**src/rtl/uart_tx_serializer.sv**
```systemverilog
// uart_tx_serializer: byte FIFO feeding an 8N1 UART transmitter.
// The parity build is selected by defining UART_TX_PARITY_EN. It inserts an even-parity
// bit after the data bits, so each frame is 11 bit-times (8E1).
// The default build has no parity state and no parity logic.
module uart_tx_serializer #(
  parameter int CLK_FREQ_HZ = 100_000_000,
  parameter int BAUD_RATE   = 115_200,
  parameter int FIFO_DEPTH  = 16
) (
  input  logic                          CLK,
  input  logic                          RESET,
  input  logic [7:0]                    TX_DATA,
  input  logic                          TX_VALID,
  output logic                          TX_READY,
  output logic                          TXD,
  output logic                          BUSY,
  output logic [$clog2(FIFO_DEPTH):0]   FIFO_LEVEL
);

  localparam int CLKS_PER_BIT = CLK_FREQ_HZ / BAUD_RATE;
  localparam int CNT_W        = (CLKS_PER_BIT > 1) ? $clog2(CLKS_PER_BIT) : 1;
  localparam int PTR_W        = $clog2(FIFO_DEPTH);
  localparam logic [CNT_W-1:0] BAUD_LAST  = CNT_W'(CLKS_PER_BIT - 1);
  localparam logic [PTR_W:0]   LEVEL_FULL = (PTR_W + 1)'(FIFO_DEPTH);

  typedef enum logic [2:0] {
    S_IDLE,
    S_START,
    S_DATA,
`ifdef UART_TX_PARITY_EN
    S_PARITY,
`endif
    S_STOP
  } state_t;

  state_t           state;
  logic [7:0]       mem [FIFO_DEPTH];
  logic [PTR_W-1:0] wr_ptr, rd_ptr;
  logic [PTR_W:0]   level, level_nxt;
  logic [CNT_W-1:0] baud_cnt;
  logic [2:0]       bit_idx;
  logic [7:0]       shift;
  logic [7:0]       pop_data;
  logic             push, pop, bit_end;
`ifdef UART_TX_PARITY_EN
  logic             par_bit;
`endif

  // Full blocks a push even on an edge where a pop frees a slot.
  assign TX_READY   = (level != LEVEL_FULL);
  assign push       = TX_VALID && TX_READY;
  assign bit_end    = (baud_cnt == BAUD_LAST);
  // Pops only from stored entries (no empty bypass): at idle, or on the last stop-bit cycle.
  assign pop        = (level != '0) &&
                      ((state == S_IDLE) || ((state == S_STOP) && bit_end));
  assign pop_data   = mem[rd_ptr];
  assign FIFO_LEVEL = level;

  // Next stored-byte count from this edge's push/pop pair.
  always_comb begin
    level_nxt = level;
    if (push && !pop)
      level_nxt = level + 1'b1;
    else if (!push && pop)
      level_nxt = level - 1'b1;
  end

  // FIFO storage; contents need no reset because the pointers define validity.
  always_ff @(posedge CLK) begin
    if (push)
      mem[wr_ptr] <= TX_DATA;
  end

  // FIFO pointers and level; depth is a power of two so the pointers wrap naturally.
  always_ff @(posedge CLK or posedge RESET) begin
    if (RESET) begin
      wr_ptr <= '0;
      rd_ptr <= '0;
      level  <= '0;
    end else begin
      if (push)
        wr_ptr <= wr_ptr + PTR_W'(1);
      if (pop)
        rd_ptr <= rd_ptr + PTR_W'(1);
      level <= level_nxt;
    end
  end

  // Frame sequencer: start bit, 8 data bits LSB first, optional parity bit, stop bit; registered TXD/BUSY.
  always_ff @(posedge CLK or posedge RESET) begin
    if (RESET) begin
      state    <= S_IDLE;
      TXD      <= 1'b1;
      BUSY     <= 1'b0;
      baud_cnt <= '0;
      bit_idx  <= '0;
      shift    <= '0;
`ifdef UART_TX_PARITY_EN
      par_bit  <= 1'b0;
`endif
    end else begin
      case (state)
        S_IDLE: begin
          TXD      <= 1'b1;
          baud_cnt <= '0;
          bit_idx  <= '0;
          BUSY     <= (level_nxt != '0);
          if (pop) begin
            shift   <= pop_data;
`ifdef UART_TX_PARITY_EN
            par_bit <= ^pop_data;
`endif
            TXD     <= 1'b0;
            BUSY    <= 1'b1;
            state   <= S_START;
          end
        end
        S_START: begin
          if (bit_end) begin
            baud_cnt <= '0;
            TXD      <= shift[0];
            state    <= S_DATA;
          end else begin
            baud_cnt <= baud_cnt + CNT_W'(1);
          end
        end
        S_DATA: begin
          if (bit_end) begin
            baud_cnt <= '0;
            bit_idx  <= bit_idx + 3'd1;
            shift    <= {1'b0, shift[7:1]};
            if (bit_idx == 3'd7) begin
`ifdef UART_TX_PARITY_EN
              TXD   <= par_bit;
              state <= S_PARITY;
`else
              TXD   <= 1'b1;
              state <= S_STOP;
`endif
            end else begin
              TXD <= shift[1];
            end
          end else begin
            baud_cnt <= baud_cnt + CNT_W'(1);
          end
        end
`ifdef UART_TX_PARITY_EN
        S_PARITY: begin
          if (bit_end) begin
            baud_cnt <= '0;
            TXD      <= 1'b1;
            state    <= S_STOP;
          end else begin
            baud_cnt <= baud_cnt + CNT_W'(1);
          end
        end
`endif
        S_STOP: begin
          if (bit_end) begin
            baud_cnt <= '0;
            if (pop) begin
              // Back-to-back frame: start bit follows the stop bit with no idle gap.
              shift   <= pop_data;
`ifdef UART_TX_PARITY_EN
              par_bit <= ^pop_data;
`endif
              TXD     <= 1'b0;
              state   <= S_START;
            end else begin
              TXD   <= 1'b1;
              BUSY  <= (level_nxt != '0);
              state <= S_IDLE;
            end
          end else begin
            baud_cnt <= baud_cnt + CNT_W'(1);
          end
        end
        default: begin
          TXD   <= 1'b1;
          state <= S_IDLE;
        end
      endcase
    end
  end

endmodule

```
**config.mk**
```make
export PLATFORM = sky130hd
export DESIGN_NAME = uart_tx_serializer
export DESIGN_NICKNAME = d
export VERILOG_FILES = /design/src/rtl/uart_tx_serializer.sv
export SDC_FILE = /design/constraint.sdc
export NUM_CORES = 1
export LEC_CHECK = 0
export CORE_MARGIN = 5
export CORE_UTILIZATION = 45
export DETAILED_ROUTE_END_ITERATION = 6
export MAX_ROUTING_LAYER = met4
export PLACE_DENSITY = 0.6
export REMOVE_ABC_BUFFERS = 1
export SLEW_MARGIN = 15
export SYNTH_ARGS = -nofsm -noshare
export SYNTH_HDL_FRONTEND = slang
export SYNTH_SLANG_ARGS = --single-unit
```
**constraint.sdc**
```tcl
create_clock -name CLK -period 3 [get_ports CLK]
set_clock_uncertainty 0.2 [all_clocks]
set_input_delay 0.45 -clock CLK [delete_from_list [all_inputs] [get_ports CLK]]
set_output_delay 0.45 -clock CLK [all_outputs]
set_load 0.005 [all_outputs]
```
==> run_results.csv, run 1 <==
group,metric,value,unit
status,outcome,"completed",
timing,setup_viol,0,
placement,post-place-ws,0.398,ns
timing,hold_viol,0,
cts,holdBufCountCts,0,
synth,syn_avg_cell_area,15.6,µm²
pwr,comb_power_share,0.117,
global_route,grt_pass1_wl,22900,µm
die,die_height,137,µm
die,die_x,137,µm
timing,fin_setup_tns,0,ns
cts,cts_tree,"done",
pwr,p_sw,1.43,mW
cts,clk_pin_slew_worst_paths,0.07,ns
cts,cts_setup_buffers,0,
cts,cts_max_level,4,
finish,multiInputGateArea,2320,µm²
timing,whs,0.264,ns
cts,insertion_delay,0.43,ns
synth,synth_top_family_by_area,"multiplexers",
synth,synth-seq-area-share,0.657,
cts,cts_root_buf,"clkbuf_16",
synth,synth_cell_type_count,53,
synth,synth-adder-area-share,0.0307,
job,maxCapViolCount,0,
synth,yosys_warnings,0,
detailed_routing,vias_per_cell,5.42,
worst_setup_path,critPathCaptureType,"primary output",
pwr,leakage,3.13,nW
detailed_routing,detail-route-antenna-nets,0,
timing,worst_pin_slew,0.674,ns
finish,seqCellArea,4800,µm²
synth,ys_ff_latch,166,
synth,synth_compound_area_frac,0.0790,
timing,setup_slack,0.354,ns
synth,synth_edf_count,128,
timing,relSlewSlack,0.549,
synth,syn-cell-area,7300,µm²
cts,ctsResizeCount,0,
synth,synthXorXnorAreaFrac,0.0168,
pwr,swShare,0.256,
synth,ys.flop_type,"edfxtp_1",
cts,cts.path.max_buffers,2,
finish,stdcell_area,8280,µm²
finish,area_delta_synth_final,13.4,%
worst_setup_path,crit_path_start_kind,"register",
die,core,15900,µm²
timing,rsz0062_at_grt,"false",
global_route,gr-total-overflow,0,
die,initial_core_util,0.460,
detailed_routing,drt_wl_total,14200,µm
global_route,track_usage,0.169,
die,row_count,46,
placement,dp_hpwl,9720,µm
synth,synth-simple-area-share,0.0803,
finish,drive_gt1_frac,0.179,
finish,nFillCells,1346,
placement,io_buffer_count,18,
synth,synthMuxAreaShare,0.110,
placement,gp_congestion,0.825,
worst_setup_path,critical_path_class,"reg -> out",
finish,fin_util,0.521,
cts,clock_sinks,166,
die,io_pins,19,
worst_setup_path,worstPathRequired,2.35,ns
detailed_routing,drtIter0Drc,276,
placement,dpl_cell_area,7710,µm²
finish,nNetsFinal,523,
timing,min_period,2.65,ns
global_route,antenna_found_initial,0,
global_route,grt_max_degree,39,
placement,dp_cells,692,
timing,max_freq,378,MHz
timing,fin_crit_sh,0.882,
worst_setup_path,arrival,2.00,ns
detailed_routing,route.detailed.drc,0,
cts,numCtsBuffers,17,
pwr,intPower,4.17,mW
synth,synthCells,469,
worst_hold_path,hold_class,"in -> async",
pwr,power_frac_clock,0.373,
pwr,max-vdd-ir-drop,392,µV
timing,drv_slew,0,
finish,final-instance-count-excl-fill,724,
worst_setup_path,path_max_fanout,6,
detailed_routing,wl_per_cell,19.6,µm
die,fp.dieArea,18900,µm²
pwr,seqPwrFrac,0.511,
detailed_routing,dr.pass1.iters,4,
detailed_routing,num_vias,3925,
pwr,finalPower,5.60,mW
finish,num_antenna_cells,0,
pwr,powerDensity,676,nW/µm²
global_route,grt_pass1_vias,4037,
synth,synthArstFlopShare,0.229,
==> logic make-up after synthesis <==
family                     count (synthesis)
DFF                                      166
buffers and inverters                     40
adders and majority gates                 18
xor gates and xnor gates                  14
muxes                                     53
AOI/OAI and AO/OA                         83
and+or+nand+nor                           95
==> placed cells by master, fill, tap and decap left out, drive strengths merged, types with 17 or more instances in the layout <==
cell type,count
dfrtp,37
ha,17
mux2i,21
clkbuf,18
nand2,23
nor2,17
o21ai,29
edfxtp,128
mux4,21
clkdlybuf4s50,18
inv,26
==> synth_stat cells (11+ instances only) <==
library cell	count	share of area
a21oi_1	16	0.011
dfrtp_1	37	0.13
edfxtp_1	128	0.53
ha_1	17	0.029
inv_1	18	0.0092
mux2_2	11	0.017
mux2i_1	21	0.029
mux4_2	21	0.065
nand2_1	23	0.012
nor2_1	17	0.0087
o21ai_0	28	0.019
==> power groups by stage <==
stage                     Clock (mW)  Sequential, mW  Combinational, mW
after floorplan                    0            2.87              0.392
after global placement             0            2.90              0.653
after detailed placement           0            2.91              0.663
after CTS                       2.13            2.86              0.665
after global routing            2.23            2.88              0.721
final                           2.09            2.86              0.654
==> path summary, 6_finish.rpt <==
path	from	end	slack (ns)	depth (start not counted)
max in group asynchronous	RESET	rd_ptr[0]	1.96	3
min in group CLK	shift[4]	shift[4]	0.31	1
setup / recovery	FIFO_LEVEL[1]	TX_READY	0.35	5
setup reg to reg	FIFO_LEVEL[1]	mem[4][0]	0.38	7
hold reg to reg	shift[4]	shift[4]	0.31	1
hold / removal	RESET	FIFO_LEVEL[4]	0.26	3
==> state kept, by name, indices dropped and copies added (netlist names) <==
name	cells
mem	128
baud_cnt	10
shift	8
FIFO_LEVEL	5
rd_ptr	4
wr_ptr	4
bit_idx	3
state	2
BUSY	1
TXD	1
==> routing by layer <==
| layer | GRT usage | vias to the layer above | part of all wire |
|---|---|---|---|
| li1 | - | 1849 | - |
| met1 | 0.229 | 1993 | 0.45 |
| met2 | 0.251 | 65 | 0.49 |
| met3 | 0.0347 | 18 | 0.043 |
| met4 | 0.0671 | 0 | 0.014 |
| met5 | - | - | 0 |
==> cell type report <==
cell class                      count  area share
Clock buffer                       18      0.0518
Clock inverter                     14      0.0168
Inverter                           18     0.00816
Multi-Input combinational cell    263       0.280
Sequential cell                   166       0.579
Tap cell                          216      0.0326
Timing Repair Buffer               29      0.0317
==> critical path, stage by stage (launching register included) <==
cell and delay (ns):
dfrtp_1 0.42, inv_1 0.11, ha_1 0.24, and4bb_2 0.26
inv_1 0.05, clkdlybuf4s50_1 0.49
Power figures use the tool's default switching activity.
==> run 2: changes to the inputs <==
- CORE_MARGIN: 5 -> 2
==> run 2 against run 1 <==
Against the previous run: design area grew 0.38%; cell count shrank 0.28%; first-iteration DRC count grew 11%; global-route usage grew 1.9 points; largest power group unchanged.
==> run_results.csv, run 2 (synthesis gave the netlist of run 1 again) <==
group,metric,value,unit
pwr,max-vdd-ir-drop,449,µV
finish,regMostFlops,"mem",
pwr,finalPower,5.68,mW
cts,insertion_delay,0.42,ns
global_route,grt_pass1_wl,23700,µm
worst_setup_path,critical_path_class,"reg -> out",
pwr,p_sw,1.47,mW
placement,post-place-ws,0.450,ns
cts,cts_setup_buffers,0,
die,initial_core_util,0.460,
worst_setup_path,worstPathRequired,2.35,ns
cts,clock_sinks,166,
timing,setup_viol,0,
finish,num_antenna_cells,0,
worst_setup_path,r2r_slack,0.46,ns
status,outcome,"completed",
finish,reg_top3,"mem x128, baud_cnt x10, shift x8",
cts,cts_tree,"done",
placement,io_buffer_count,18,
global_route,met3_usage,0.0421,
cts,cts.path.max_buffers,2,
cts,clk_pin_slew_worst_paths,0.07,ns
job,maxCapViolCount,0,
finish,drive_gt1_frac,0.178,
timing,rsz0062_at_grt,"false",
die,die_height,131,µm
finish,nNetsFinal,521,
worst_setup_path,regToRegEndpoint,"mem[4][3]",
die,core,15900,µm²
pwr,intPower,4.22,mW
worst_setup_path,crit_end,"TX_READY",
worst_setup_path,slowest_delay,0.49,ns
global_route,track_usage,0.188,
die,row_count,46,
finish,final_common_cell,"edfxtp_1",
placement,dp_cells,690,
global_route,gr-total-overflow,0,
pwr,power_frac_clock,0.380,
cts,cts_root_buf,"clkbuf_16",
pwr,powerDensity,684,nW/µm²
die,io_pins,19,
cts,numCtsBuffers,17,
pwr,leakage,3.15,nW
worst_setup_path,slowest_stage,"clkdlybuf4s50_1",
detailed_routing,wl_per_cell,20.2,µm
detailed_routing,vias_per_cell,5.54,
cts,cts_max_level,4,
finish,nFillCells,1332,
worst_setup_path,r2r_cells,7,
detailed_routing,num_vias,4001,
detailed_routing,detail-route-antenna-nets,0,
worst_setup_path,arrival,2.00,ns
worst_setup_path,critPathCaptureType,"primary output",
global_route,busiest_layer,"met2",
timing,min_period,2.65,ns
finish,final_cell_mix,"128 x edfxtp_1, 36 x dfrtp_1, 28 x o21ai_0",
finish,largest_reg_flops,128,
worst_setup_path,critPathLaunch,"FIFO_LEVEL[0]",
timing,drv_slew,0,
worst_setup_path,path_max_fanout,5,
placement,dp_hpwl,10200,µm
worst_setup_path,crit_path_start_kind,"register",
timing,setup_slack,0.351,ns
cts,ctsResizeCount,0,
global_route,use_met2,0.284,
detailed_routing,drt_wl_total,14600,µm
detailed_routing,drtIter0Drc,307,
pwr,swShare,0.258,
timing,worst_pin_slew,0.713,ns
finish,final-instance-count-excl-fill,722,
cts,holdBufCountCts,0,
die,die_x,131,µm
placement,gp_congestion,0.832,
detailed_routing,route.detailed.drc,0,
timing,fin_crit_sh,0.883,
timing,hold_viol,0,
timing,max_freq,377,MHz
global_route,use_met1,0.252,
worst_hold_path,hold_class,"in -> async",
timing,relSlewSlack,0.523,
detailed_routing,dr.pass1.iters,4,
global_route,antenna_found_initial,0,
worst_setup_path,r2r-start,"FIFO_LEVEL[0]",
worst_setup_path,path_cells,"inv_1 > ha_1 > and4bb_2 > inv_1 > clkdlybuf4s50_1",
global_route,grt_pass1_vias,4073,
die,fp.dieArea,17300,µm²
pwr,comb_power_share,0.117,
worst_setup_path,path_common_cell,"inv_1",
finish,area_delta_synth_final,13.8,%
finish,fin_util,0.523,
global_route,grt_max_degree,39,
pwr,seqPwrFrac,0.503,
-- run 2: worst min-delay path by stage --
stage | startpoint | end | slack [ns] | cells past startpoint
after floorplan | shift[2] | shift[2] | 0.27 | 1
after global placement | shift[7] | shift[7] | 0.29 | 1
after detailed placement | shift[3] | shift[3] | 0.29 | 1
after CTS | RESET | baud_cnt[9] | 0.27 | 3
after global routing | RESET | baud_cnt[7] | 0.32 | 3
final | RESET | baud_cnt[7] | 0.23 | 3
-- run 2: area by class of cell --
class / instances / area [µm²] / area share
multi-input combinational: 263 / 2320 / 0.279
timing repair buffer: 27 / 273 / 0.0328
clock buffer: 20 / 457 / 0.0549
sequential: 166 / 4800 / 0.577
tap: 216 / 270 / 0.0325
inverter: 18 / 67.6 / 0.00813
clock inverter: 12 / 133 / 0.0160
-- run 2: critical path, delay by kind of cell, from the launching register on --
| family | cells | cell delay (ns) |
|---|---|---|
| flip-flops | 1 | 0.41 |
| buffers and inverters | 3 | 0.65 |
| adder cells (fa/ha/maj) | 1 | 0.25 |
| AND/OR/NAND/NOR | 1 | 0.26 |
-- run 2: routing by layer --
metal  wire (µm)  part of all wire  up-vias
met4         391             0.027        0
li1            -                 -     1852
met2        6980              0.48       92
met1        6600              0.45     2030
met3         580             0.040       27
met5           0                 0        -
-- run 2: stage by stage --
step | setup TNS, ns | instance area, µm² | hold WS (ns)
after floorplan | -0.996 | 7180 | 0.273
after global routing | 0 | 8310 | 0.319
after CTS | 0 | 8310 | 0.270
after detailed placement | 0 | 7720 | 0.294
final | 0 | 8310 | 0.232
after global placement | 0 | 7720 | 0.288
-- run 2: power by group through the flow --
stage                     sequential (mW)  clock (mW)  combinational [mW]
final                                2.86        2.16               0.666
after global routing                 2.88        2.31               0.731
after CTS                            2.86        2.21               0.680
after detailed placement             2.91           0               0.676
after global placement               2.90           0               0.660
after floorplan                      2.87           0               0.392
